[config.mk]
export PLATFORM = sky130hd
export DESIGN_NAME = fft_top_prod_requant
export DESIGN_NICKNAME = d
export VERILOG_FILES = /design/src/rtl/fft_top_prod_requant.sv
export SDC_FILE = /design/constraint.sdc
export NUM_CORES = 1
export LEC_CHECK = 0
export ABC_AREA = 1
export CAP_MARGIN = 30
export CORE_MARGIN = 4
export CORE_UTILIZATION = 55
export CTS_CLUSTER_SIZE = 30
export DETAILED_ROUTE_END_ITERATION = 7
export PLACE_DENSITY = 0.95
export SETUP_SLACK_MARGIN = 0.02
export SYNTH_ARGS = -nofsm -noshare
export SYNTH_HDL_FRONTEND = slang
export SYNTH_SLANG_ARGS = --single-unit
[constraint.sdc]
create_clock -name clk -period 5.32 [get_ports clk]
set_input_delay 1.064 -clock clk [delete_from_list [all_inputs] [get_ports clk]]
set_output_delay 1.064 -clock clk [all_outputs]
set_load 0.03 [all_outputs]
[src/rtl/fft_top_prod_requant.sv]
// +----------------------------------------------------------------------------+
// | fft_top_prod_requant                                                       |
// | Convergent round + saturate of FFT twiddle products, 2-stage elastic pipe. |
// | Revision: 1.0                                                              |
// +----------------------------------------------------------------------------+
`default_nettype none

module fft_top_prod_requant #(
  parameter int PROD_WIDTH = 39,
  parameter int OUT_WIDTH  = 24,
  parameter int SHIFT      = 14
) (
  input  logic                  clk,
  input  logic                  reset,
  input  logic                  s_valid,
  output logic                  s_ready,
  input  logic [PROD_WIDTH-1:0] s_data,
  input  logic                  s_last,
  output logic                  m_valid,
  input  logic                  m_ready,
  output logic [OUT_WIDTH-1:0]  m_data,
  output logic                  m_last,
  input  logic                  clr_ovf,
  output logic                  ovf_sticky,
  output logic [15:0]           ovf_count
);

  localparam int c_qw = PROD_WIDTH - SHIFT;
  localparam int c_rw = c_qw + 1;
  localparam logic [SHIFT-1:0]     c_half    = {1'b1, {(SHIFT-1){1'b0}}};
  localparam logic [OUT_WIDTH-1:0] c_sat_max = {1'b0, {(OUT_WIDTH-1){1'b1}}};
  localparam logic [OUT_WIDTH-1:0] c_sat_min = {1'b1, {(OUT_WIDTH-1){1'b0}}};

  logic                  r_s1_valid;
  logic [c_rw-1:0]       r_s1_data;
  logic                  r_s1_last;

  logic                  w_advance;
  logic [c_qw-1:0]       w_floor;
  logic [SHIFT-1:0]      w_frac;
  logic                  w_round_up;
  logic [c_rw-1:0]       w_rounded;
  logic [c_rw-OUT_WIDTH:0] w_top;
  logic                  w_in_range;
  logic [OUT_WIDTH-1:0]  w_sat_data;
  logic                  w_ovf_evt;

  assign w_advance = !m_valid || m_ready;
  assign s_ready   = w_advance && !reset;

  // Arithmetic shift gives floor; ties go to the even neighbour.
  assign w_floor    = s_data[PROD_WIDTH-1:SHIFT];
  assign w_frac     = s_data[SHIFT-1:0];
  assign w_round_up = (w_frac > c_half) || ((w_frac == c_half) && w_floor[0]);
  assign w_rounded  = {w_floor[c_qw-1], w_floor} + {{(c_rw-1){1'b0}}, w_round_up};

  // In range when every bit from the output sign bit upward agrees.
  assign w_top      = r_s1_data[c_rw-1:OUT_WIDTH-1];
  assign w_in_range = (&w_top) || !(|w_top);
  assign w_sat_data = w_in_range          ? r_s1_data[OUT_WIDTH-1:0] :
                      r_s1_data[c_rw-1]   ? c_sat_min : c_sat_max;
  assign w_ovf_evt  = w_advance && r_s1_valid && !w_in_range;

  always_ff @(posedge clk or posedge reset) begin
    if (reset) begin
      r_s1_valid <= 1'b0;
      r_s1_data  <= '0;
      r_s1_last  <= 1'b0;
      m_valid    <= 1'b0;
      m_data     <= '0;
      m_last     <= 1'b0;
    end else if (w_advance) begin
      r_s1_valid <= s_valid && s_ready;
      r_s1_data  <= w_rounded;
      r_s1_last  <= s_last;
      m_valid    <= r_s1_valid;
      m_data     <= w_sat_data;
      m_last     <= r_s1_last;
    end
  end

  always_ff @(posedge clk or posedge reset) begin
    if (reset) begin
      ovf_sticky <= 1'b0;
      ovf_count  <= '0;
    end else if (clr_ovf) begin
      ovf_sticky <= w_ovf_evt;
      ovf_count  <= {15'd0, w_ovf_evt};
    end else if (w_ovf_evt) begin
      ovf_sticky <= 1'b1;
      if (ovf_count != 16'hFFFF) begin
        ovf_count <= ovf_count + 16'd1;
      end
    end
  end

endmodule

`default_nettype wire

After elaboration in Yosys (flattened, before gate mapping). Index checks and enable logic that the tools add are counted.

Output and inout bits: 44. Register bits after elaboration: 71.

Order comparisons: 1. Eq/ne operators: 2. Muxes and demuxes: 7. Reductions and logical operators: 17. Add/sub/neg operators: 2.

Operator list (number): $mux 16 (3); $mux 24 (2); $add 25x2->26 (1); $add 16x1->16 const B (1); $ne 16x16->1 const B (1); $eq 14x14->1 const B (1); $gt 14x14->1 const B (1); $logic_and 1x1->1 (5); $logic_not 1->1 (4); $reduce_bool 2->1 (2); $logic_or 1x1->1 (3); $reduce_and 3->1 (1); $reduce_or 3->1 (1); $mux 1 (2); $reduce_and 2->1 (1).

Logic depth before layout (Yosys ltp). Gate-level depths: netlist of the first run.

Word-level depth: 7. Depth in mapped cells: 11. Gate-level depth less buffers: 11.

Worst setup path after synthesis of the first run. Ideal clock, no wire load.

Kind: input port to output port. Start point: in m_ready. End point: out s_ready. Arrival time: 1720 ps. Slack: 2536 ps. Stages on the path: 3. Cell sequence: nor2_1 buf_2 nor2_1.

Word-level cells in the longest chain between the ends: 2.

Ends and longest elaborated chain: from (decl) (RTL line 20) `input logic m_ready,`; $logic_or 1x1->1 (RTL line 48) `assign w_advance = !m_valid || m_ready;`; $logic_and 1x1->1 (RTL line 49) `assign s_ready = w_advance && !reset;`; to (decl) (RTL line 16) `output logic s_ready,`.

No other way between the ends.

Final worst setup path of the first run. Ends and elaborated chain as after synthesis.

==> results summary, run 1 <==
The clock tree buffer depth came out at 2. The minimum setup slack among reg-to-reg paths came out at around 3.3 ns. The total number of vias is 3905. In this run the post-CTS setup repair buffer count came out at 0. The synthesis-stage register bit count is 71.

The number of detailed-route iterations in the first pass is 5. The hold-fix buffer count after cts is 0. The floorplan core area came out at between 0.006 and 0.007 mm2. The combined area of all synthesized cells is between 0.003 and 0.004 mm2.

Traced cell by cell, the critical path runs through clkdlybuf4s50_1, nor2_2, buf_4, nor2_1, clkdlybuf4s50_1. The initial detailed-routing violation count is 289. The final count of pins violating max slew is 0. The path class of the tightest hold or removal check is register to register.

The worst-case IR drop observed on VDD is 187.4 uV. The layout overhead on the synthesized area is 29.69%. The count of endpoints failing hold in the final timing report came out at 0. The floorplan has 30 rows. The wire length of the first global-routing pass is about 17000 um. The proportion of synthesized chip area in sequential cells is 0.4471.

The via count of the first global-routing pass is 3880. On the critical path the largest part of the delay comes from buffers and inverters. The top fanout value on the critical path is 41. The overall routed net length is 10200 um. The number of nets still failing antenna checks after routing is 0. The count of cell types in the netlist came out at 32. For this run, global-route usage on met3 was measured as 0.04747. Summing all flip-flop and latch instances after layout gives 0.001777 mm2. Setup total negative slack on the finished layout was measured at 0 ns. The run finished with clean final reports.

The category of the worst setup path launch point is an input port. The width of the chip came out at roughly 93 um. The number of top-level pins is 89. The initial utilization of the core area, before any placement, comes to 0.5754.

The leakage power total is 2.290 nW. The worst hold path terminates at m_last. The count of non-filler cells in the finished layout is 728.

The worst stage delay on the critical path is around 0.7 ns. The worst reg-to-reg path cell count is 6. The worst reg2reg path startpoint is m_valid. Once placement completed, the tool counted placed cells totaling 712. The critical path in this run is classified as input port to output pin. In this run the critical register-to-register path is captured at m_data[19]. The area occupied by multi-input gates came out at ~0.0020 mm2. The worst hold path was traced through 2 stages. Setup repair after global routing left no endpoint under its margin. STA puts the critical path data required time at between 4 and 5 ns. Setup violations remaining at the end of the flow were counted as 0. The floorplan step defined a die boundary enclosing 0.008649 mm2. The global-route total usage across every layer came out at 0.2515. The most numerous cell type found on the critical path is sky130_fd_sc_hd__clkdlybuf4s50_1. The shortest clock period the worst path allows after layout came out at ~3.8 ns. Routability-driven placement finished with a final weighted congestion of 0.9883. The buffer and inverter count on the worst path is 3. The largest individual stage delay along the critical path comes from the cell sky130_fd_sc_hd__clkdlybuf4s50_1.

The fraction of layout cells with a size suffix above 1 is 0.07911. The pin count of the biggest net entering global routing is 43. The Yosys step of the flow raised 0 warnings.

The cell count along the critical path came out at 5. The clock-pin slew reported for the worst setup and hold paths after clock tree synthesis is 0.08 ns. The post-layout net count came out at about 670. The residual overflow from global routing is 0. The power density over the cells is 323.5 mW/mm2. STA classifies the critical path endpoint as an output pin.

The share of the clock period used by the worst path after layout is 0.7139. Measured against its own limit, the worst slew margin works out to 0.4243. The mean cell area of the mapped netlist is 7.359 um2.

The clock skew after layout came out at 0.01447 ns. The synthesized instance count is 540. The number of fill cells is slightly above 500. The count of port buffers added during placement is 88. The mean number of vias per cell came out at 5.364.

The number of antenna violations at the first check in global routing is 0. The net count after synthesis came out at slightly below 600. The critical path data arrival time came out at 2.73 ns. The detailed placement HPWL came out at 7426 um. The number of resized instances in the post-cts repair step is 0. The max capacitance violation total came out at 0. The maximum level of the CTS H-tree is 3. Measured along the y axis, the die boundary spans 93 um. The number of antenna diodes in the final layout is 0. Static timing analysis puts the maximum clock frequency at 0.2633 GHz. The number of design rule violations left after detail routing came out at 0. The layer with the highest usage after global routing is met2. At the later pin of the worst-skew pair, clock insertion delay measures 0.35 ns. The met2 usage in global routing came out at 0.4331. The met1 routing resource usage after global routing came out at 0.3120.

The transition time of the tightest slew-check pin is between 0.8 and 0.9 ns. The number of clock sinks is 71. The startpoint identified for the worst hold timing path is r_s1_last. The number of CTS-inserted buffers came out at 9. TritonCTS built the clock tree.

Dividing the detail-routed wire length by the instance count gives 14.02 um. The CTS root buffer is sky130_fd_sc_hd__clkbuf_8.
## Yosys cell counts
master	n	area, um2
sky130_fd_sc_hd__inv_2	1	3.750
sky130_fd_sc_hd__or2_2	3	18.77
sky130_fd_sc_hd__nor2_4	2	22.52
sky130_fd_sc_hd__nand3_2	2	20.02
sky130_fd_sc_hd__nand2_4	2	22.52
sky130_fd_sc_hd__o31ai_1	1	7.510
sky130_fd_sc_hd__nand4_1	8	50.05
sky130_fd_sc_hd__nor4_1	2	12.51
sky130_fd_sc_hd__o21ai_1	1	5.000
sky130_fd_sc_hd__a21o_1	1	7.510
sky130_fd_sc_hd__buf_12	2	40.04
sky130_fd_sc_hd__inv_1	25	93.84
sky130_fd_sc_hd__nor3b_1	1	7.510
sky130_fd_sc_hd__a31oi_1	1	6.260
sky130_fd_sc_hd__o21ai_0	10	50.05
sky130_fd_sc_hd__xor2_1	12	105.1
sky130_fd_sc_hd__ha_1	2	25.02
sky130_fd_sc_hd__clkbuf_1	6	22.52
sky130_fd_sc_hd__nand2_1	207	777.0
sky130_fd_sc_hd__nand2_8	1	20.02
sky130_fd_sc_hd__nand3_1	25	125.1
sky130_fd_sc_hd__buf_1	3	11.26
sky130_fd_sc_hd__a21oi_1	25	125.1
sky130_fd_sc_hd__nor2_1	87	326.6
sky130_fd_sc_hd__o21bai_1	4	30.03
sky130_fd_sc_hd__dfrtp_1	71	1777
sky130_fd_sc_hd__xnor2_1	5	43.79
sky130_fd_sc_hd__nand3b_1	7	52.55
sky130_fd_sc_hd__buf_2	5	25.02
sky130_fd_sc_hd__o21ai_2	11	96.34
sky130_fd_sc_hd__nand2_2	5	31.28
sky130_fd_sc_hd__nor2_2	2	12.51
## worst max-delay path by stage
stage                     startpoint  slack, ns        end
after detailed placement     m_ready       1.53    s_ready
after floorplan                reset       2.46  m_data[0]
final                        m_ready       1.52    s_ready
after CTS                    m_ready       1.52    s_ready
after global routing         m_ready       1.46    s_ready
after global placement       m_ready       1.57    s_ready
## layer usage
metal  wire length (um)  part of all wire  up-vias
met5                  0                 0        -
met4                241             0.024        0
met3                744             0.073       28
met2               5119              0.50      174
met1               4098              0.40     1812
li1                   -                 -     1891
## logic make-up (layout without fill, tap and decap cells)
logic type	count (synthesis)	after routing	share of synthesized area
adder cells (fa/ha/maj)	2	2	0.006296
flip-flops	71	71	0.4471
XOR/XNOR	17	17	0.03747
AND/OR/NAND/NOR	354	354	0.3772
buffers and inverters	42	134	0.04943
AO/OA/AOI/OAI	54	54	0.08250
## cell type report
cell class | count | share of cell area
clock inverters | 5 | 0.02015
inverters | 26 | 0.01894
clock buffers | 11 | 0.02743
well taps | 96 | 0.02331
repair buffers | 92 | 0.1767
multi-input cells | 427 | 0.3887
flip-flops and latches | 71 | 0.3447
## metrics by stage
step	setup WS [ns]	cell area, um2	util	hold WS (ns)	power [mW]
finish	1.522	5154	0.7462	0.4720	1.667
global route	1.462	5154	0.7462	0.5145	1.742
CTS	1.517	5154	0.7462	0.4749	1.673
detailed placement	1.529	4908	0.7107	0.4562	1.138
global placement	1.568	4908	0.7107	0.4545	1.127
floorplan	2.459	3974	-	0.4317	0.9400
## state kept, by name (all words and copies together), names as in the netlist
signal and cells:
m_data 24, m_last 1, m_valid 1, ovf_count 16
ovf_sticky 1, r_s1_data 26, r_s1_last 1, r_s1_valid 1
## report_power, final
part	total [mW]	switching [mW]	internal (mW)
Combinational	0.458	0.277	0.180
Sequential	0.676	0.0554	0.620
Clock	0.534	0.209	0.325
Total	1.67	0.541	1.13
## layout by cell type (no fill, tap or decap), drive strengths merged
cell type	Yosys	final
nor2	91	91
xnor2	5	5
o21ai	22	22
clkbuf	6	11
nand3	27	27
a21oi	25	25
nor4	2	2
inv	26	27
a31oi	1	1
or2	3	3
bufinv	0	3
nand4	8	8
clkinv	0	1
clkdlybuf4s50	0	88
nor3b	1	1
a21o	1	1
buf	10	4
nand2	215	215
xor2	12	12
ha	2	2
o31ai	1	1
o21bai	4	4
dfrtp	71	71
nand3b	7	7
## worst min-delay path: stages (launching register included)
cell                      delay, ns
sky130_fd_sc_hd__dfrtp_1       0.35
sky130_fd_sc_hd__nand2_1       0.05
sky130_fd_sc_hd__nand2_1       0.04
No activity file was read; power rests on OpenSTA's default activity.
==> inputs of run 2 (changes only) <==
- CORE_UTILIZATION: 55 -> 51
- PLACE_DENSITY: 0.95 -> 0.9
- clock period: 5.32 -> 3.5 ns (I/O delays scaled with it)
==> run 2 against run 1 <==
Non-clock buffer count grew 1; global-route usage shrank 1.3 points; power grew 42%; critical path depth shrank 1; first-iteration DRC count shrank 13%; clock power grew 20%; via count is essentially flat; count of clock-buffer cells in the layout shrank 1.
==> results summary, run 2 (synthesized netlist as in run 1, its figures left out) <==
The commonest non-fill, non-tap cell in the layout is sky130_fd_sc_hd__nand2_1. The top cell types in the final layout, fill and taps aside, are sky130_fd_sc_hd__nand2_1 (207), sky130_fd_sc_hd__clkdlybuf4s50_1 (88), sky130_fd_sc_hd__nor2_1 (86). The run finished with clean final reports. The pin count of the biggest net entering global routing came out at 41 (-4.7%).

The area occupied by multi-input gates came out at 0.002003 mm2 (unchanged). The post-layout net count is 675 (+0.15%). Static timing analysis puts the maximum clock frequency at 0.3647 GHz. The setup TNS after final layout is 0 ns (unchanged). More flip-flops sit in one register than any other, and that register is r_s1_data. The kind of path behind the tightest hold check is register to register. The number of antenna cells inserted came out at 0 (unchanged). The top fanout value on the critical path came to 2 (-95%).

The mean routed wirelength per cell came out at 13.86 um (-1.1%). The max-slew headroom at the worst pin came out at 0.3635 (-0.06083). The floorplan die area came out at 0.009268 mm2 (+7.2%).

The maximum level of the CTS H-tree is 3 (unchanged). The mean number of vias per cell is 5.331 (-0.62%). The latest clock arrival within the worst-skew pair came out at 0.35 ns (about the same). The overall routed net length came out at 10150 um (-0.58%). The number of detailed-route iterations in the first pass is 5 (unchanged). The final hold slack came to 0.4747 ns (+0.002644 ns). Compared with the post-synthesis result, the final layout area differs by 28.87%.

The initial detailed-routing violation count is 252 (-13%). The number of CTS-inserted buffers came out at 9 (unchanged). TritonCTS built the clock tree. The worst vdd rail ir drop is 305.1 uV (+63%). The number of rows created at floorplan was 31 (+3.3%). The count of port buffers added during placement is 88 (unchanged). The number of fill cells came to 610 (+18%).

The wire length of the first global-routing pass is 17240 um (-1.3%). The starting density of the core is 0.5364 (-0.03897). The total number of vias came to 3902 (-0.077%). The most repeated library cell on the critical path is sky130_fd_sc_hd__clkdlybuf4s50_1. The total power came to 2.364 mW (+42%). The setup path with the least slack is of type input port to output pin. The share of the clock period used by the worst path after layout came out at 0.7835.

The slowest cell on the critical path is sky130_fd_sc_hd__clkdlybuf4s50_1. The CTS root buffer is sky130_fd_sc_hd__clkbuf_8. The number of design rule violations left after detail routing came out at 0 (unchanged). The largest registers in the layout are r_s1_data: 26 flops, m_data: 24 flops, ovf_count: 16 flops. The transition time of the tightest slew-check pin came to 0.9548 ns (+0.09124 ns). The data required time of the critical path is 2.80 ns (-1.46 ns). The number of antenna violations at the first check in global routing came to 0 (unchanged). The flip-flop count of the largest register, all copies and words added was 26 (unchanged). The clock tree buffer depth is 2 (unchanged). The overall die height was 96.27 um (+3.5%).

The clock-pin slew reported for the worst setup and hold paths after clock tree synthesis came out at 0.08 ns (about the same). The top cell family by delay on the critical path is buffers and inverters. The final estimated routing congestion in global placement came out at 1.007 (+1.9%). The global-route total usage across every layer is 0.2383 (-0.01325). The number of nets still failing antenna checks after routing is 0 (unchanged). For the finished layout, the period the worst path requires is 2.742 ns. The post-CTS setup buffer count came out at 0 (unchanged).

Setup repair after global routing left no endpoint under its margin. The power density over the cells is 461.5 mW/mm2 (+43%). The width of the chip came to 96.27 um (+3.5%). The max capacitance violation total is 0 (unchanged). The number of resized instances in the post-cts repair step is 0 (unchanged). The final count of pins violating max slew came out at 0 (unchanged). The clock skew after layout came out at 0.008580 ns (-0.005890 ns). The hold-fix buffer count after cts is 0 (unchanged). The critical path data arrival time is 2.04 ns (-0.69 ns). The fraction of layout cells with a size suffix above 1 is 0.08057 (+0.001455). The sequential cell area came to 0.001777 mm2 (unchanged). The leakage power total is 2.273 nW (-0.76%). The number of setup violations in the final report is 0 (unchanged).

The element type at the critical path end is an output pin. The buffer and inverter count on the worst path came to 2 (-1). The count of endpoints failing hold in the final timing report came to 0 (unchanged). The detailed placement HPWL is 7703 um (+3.7%). The number of clock sinks was 71 (unchanged).

The number of top-level pins came to 89 (unchanged). The via count of the first global-routing pass came out at 3885 (+0.13%). The worst stage delay on the critical path came to 0.69 ns (about the same). The residual overflow from global routing came out at 0 (unchanged). Traced cell by cell, the critical path runs through clkdlybuf4s50_1, nor2_2, nor2_1, clkdlybuf4s50_1.

The worst setup path is launched from an input port. The floorplan core area is 0.007408 mm2 (+7.3%).
## run 2: final cells by class
class / count / share of cell area
clock inverter: 6 / 0.01197
tap: 99 / 0.02419
sequential: 71 / 0.3469
timing repair buffer: 93 / 0.1818
multi-input combinational: 427 / 0.3912
clock buffer: 10 / 0.02492
inverter: 26 / 0.01906
## run 2: final timing paths
check,from,cells after the start,endpoint,slack (ns)
hold reg to reg,r_s1_valid,2,m_valid,0.47
setup reg to reg,m_valid,6,m_data[19],1.41
setup / recovery,m_ready,4,s_ready,0.76
min in group asynchronous,reset,2,r_s1_data[2],0.75
hold / removal,r_s1_valid,2,m_valid,0.47
max in group asynchronous,reset,3,r_s1_data[10],1.95
## run 2: routing by layer
layer / vias to the layer above / global-route usage / part of all wire
met4: 0 / 0.09242 / 0.023
met5: - / 0 / 0
met1: 1835 / 0.2889 / 0.40
met3: 23 / 0.05786 / 0.075
met2: 156 / 0.4066 / 0.50
li1: 1888 / - / -
## run 2: worst reg2reg max path, delay by kind of cell (launching register included)
kind            cells  cell delay [ns]
compound gates      2             0.89
buf+inv             3             0.66
flops               1             0.39
simple gates        1             0.05
## run 2: per-stage QoR
step / utilization / std cells / setup slack [ns] / cell area (um2)
floorplan: - / 540 / 1.003 / 3974
global placement: 0.6658 / 716 / 0.7510 / 4932
detailed placement: 0.6658 / 716 / 0.7302 / 4932
CTS: 0.6913 / 732 / 0.7558 / 5121
global route: 0.6913 / 732 / 0.7211 / 5121
finish: 0.6913 / 732 / 0.7577 / 5121
## run 2: where the power goes
group          total (mW)  internal [mW]  switching (mW)
logic               0.700          0.278           0.422
registers            1.02          0.943          0.0805
clock network       0.641          0.327           0.314
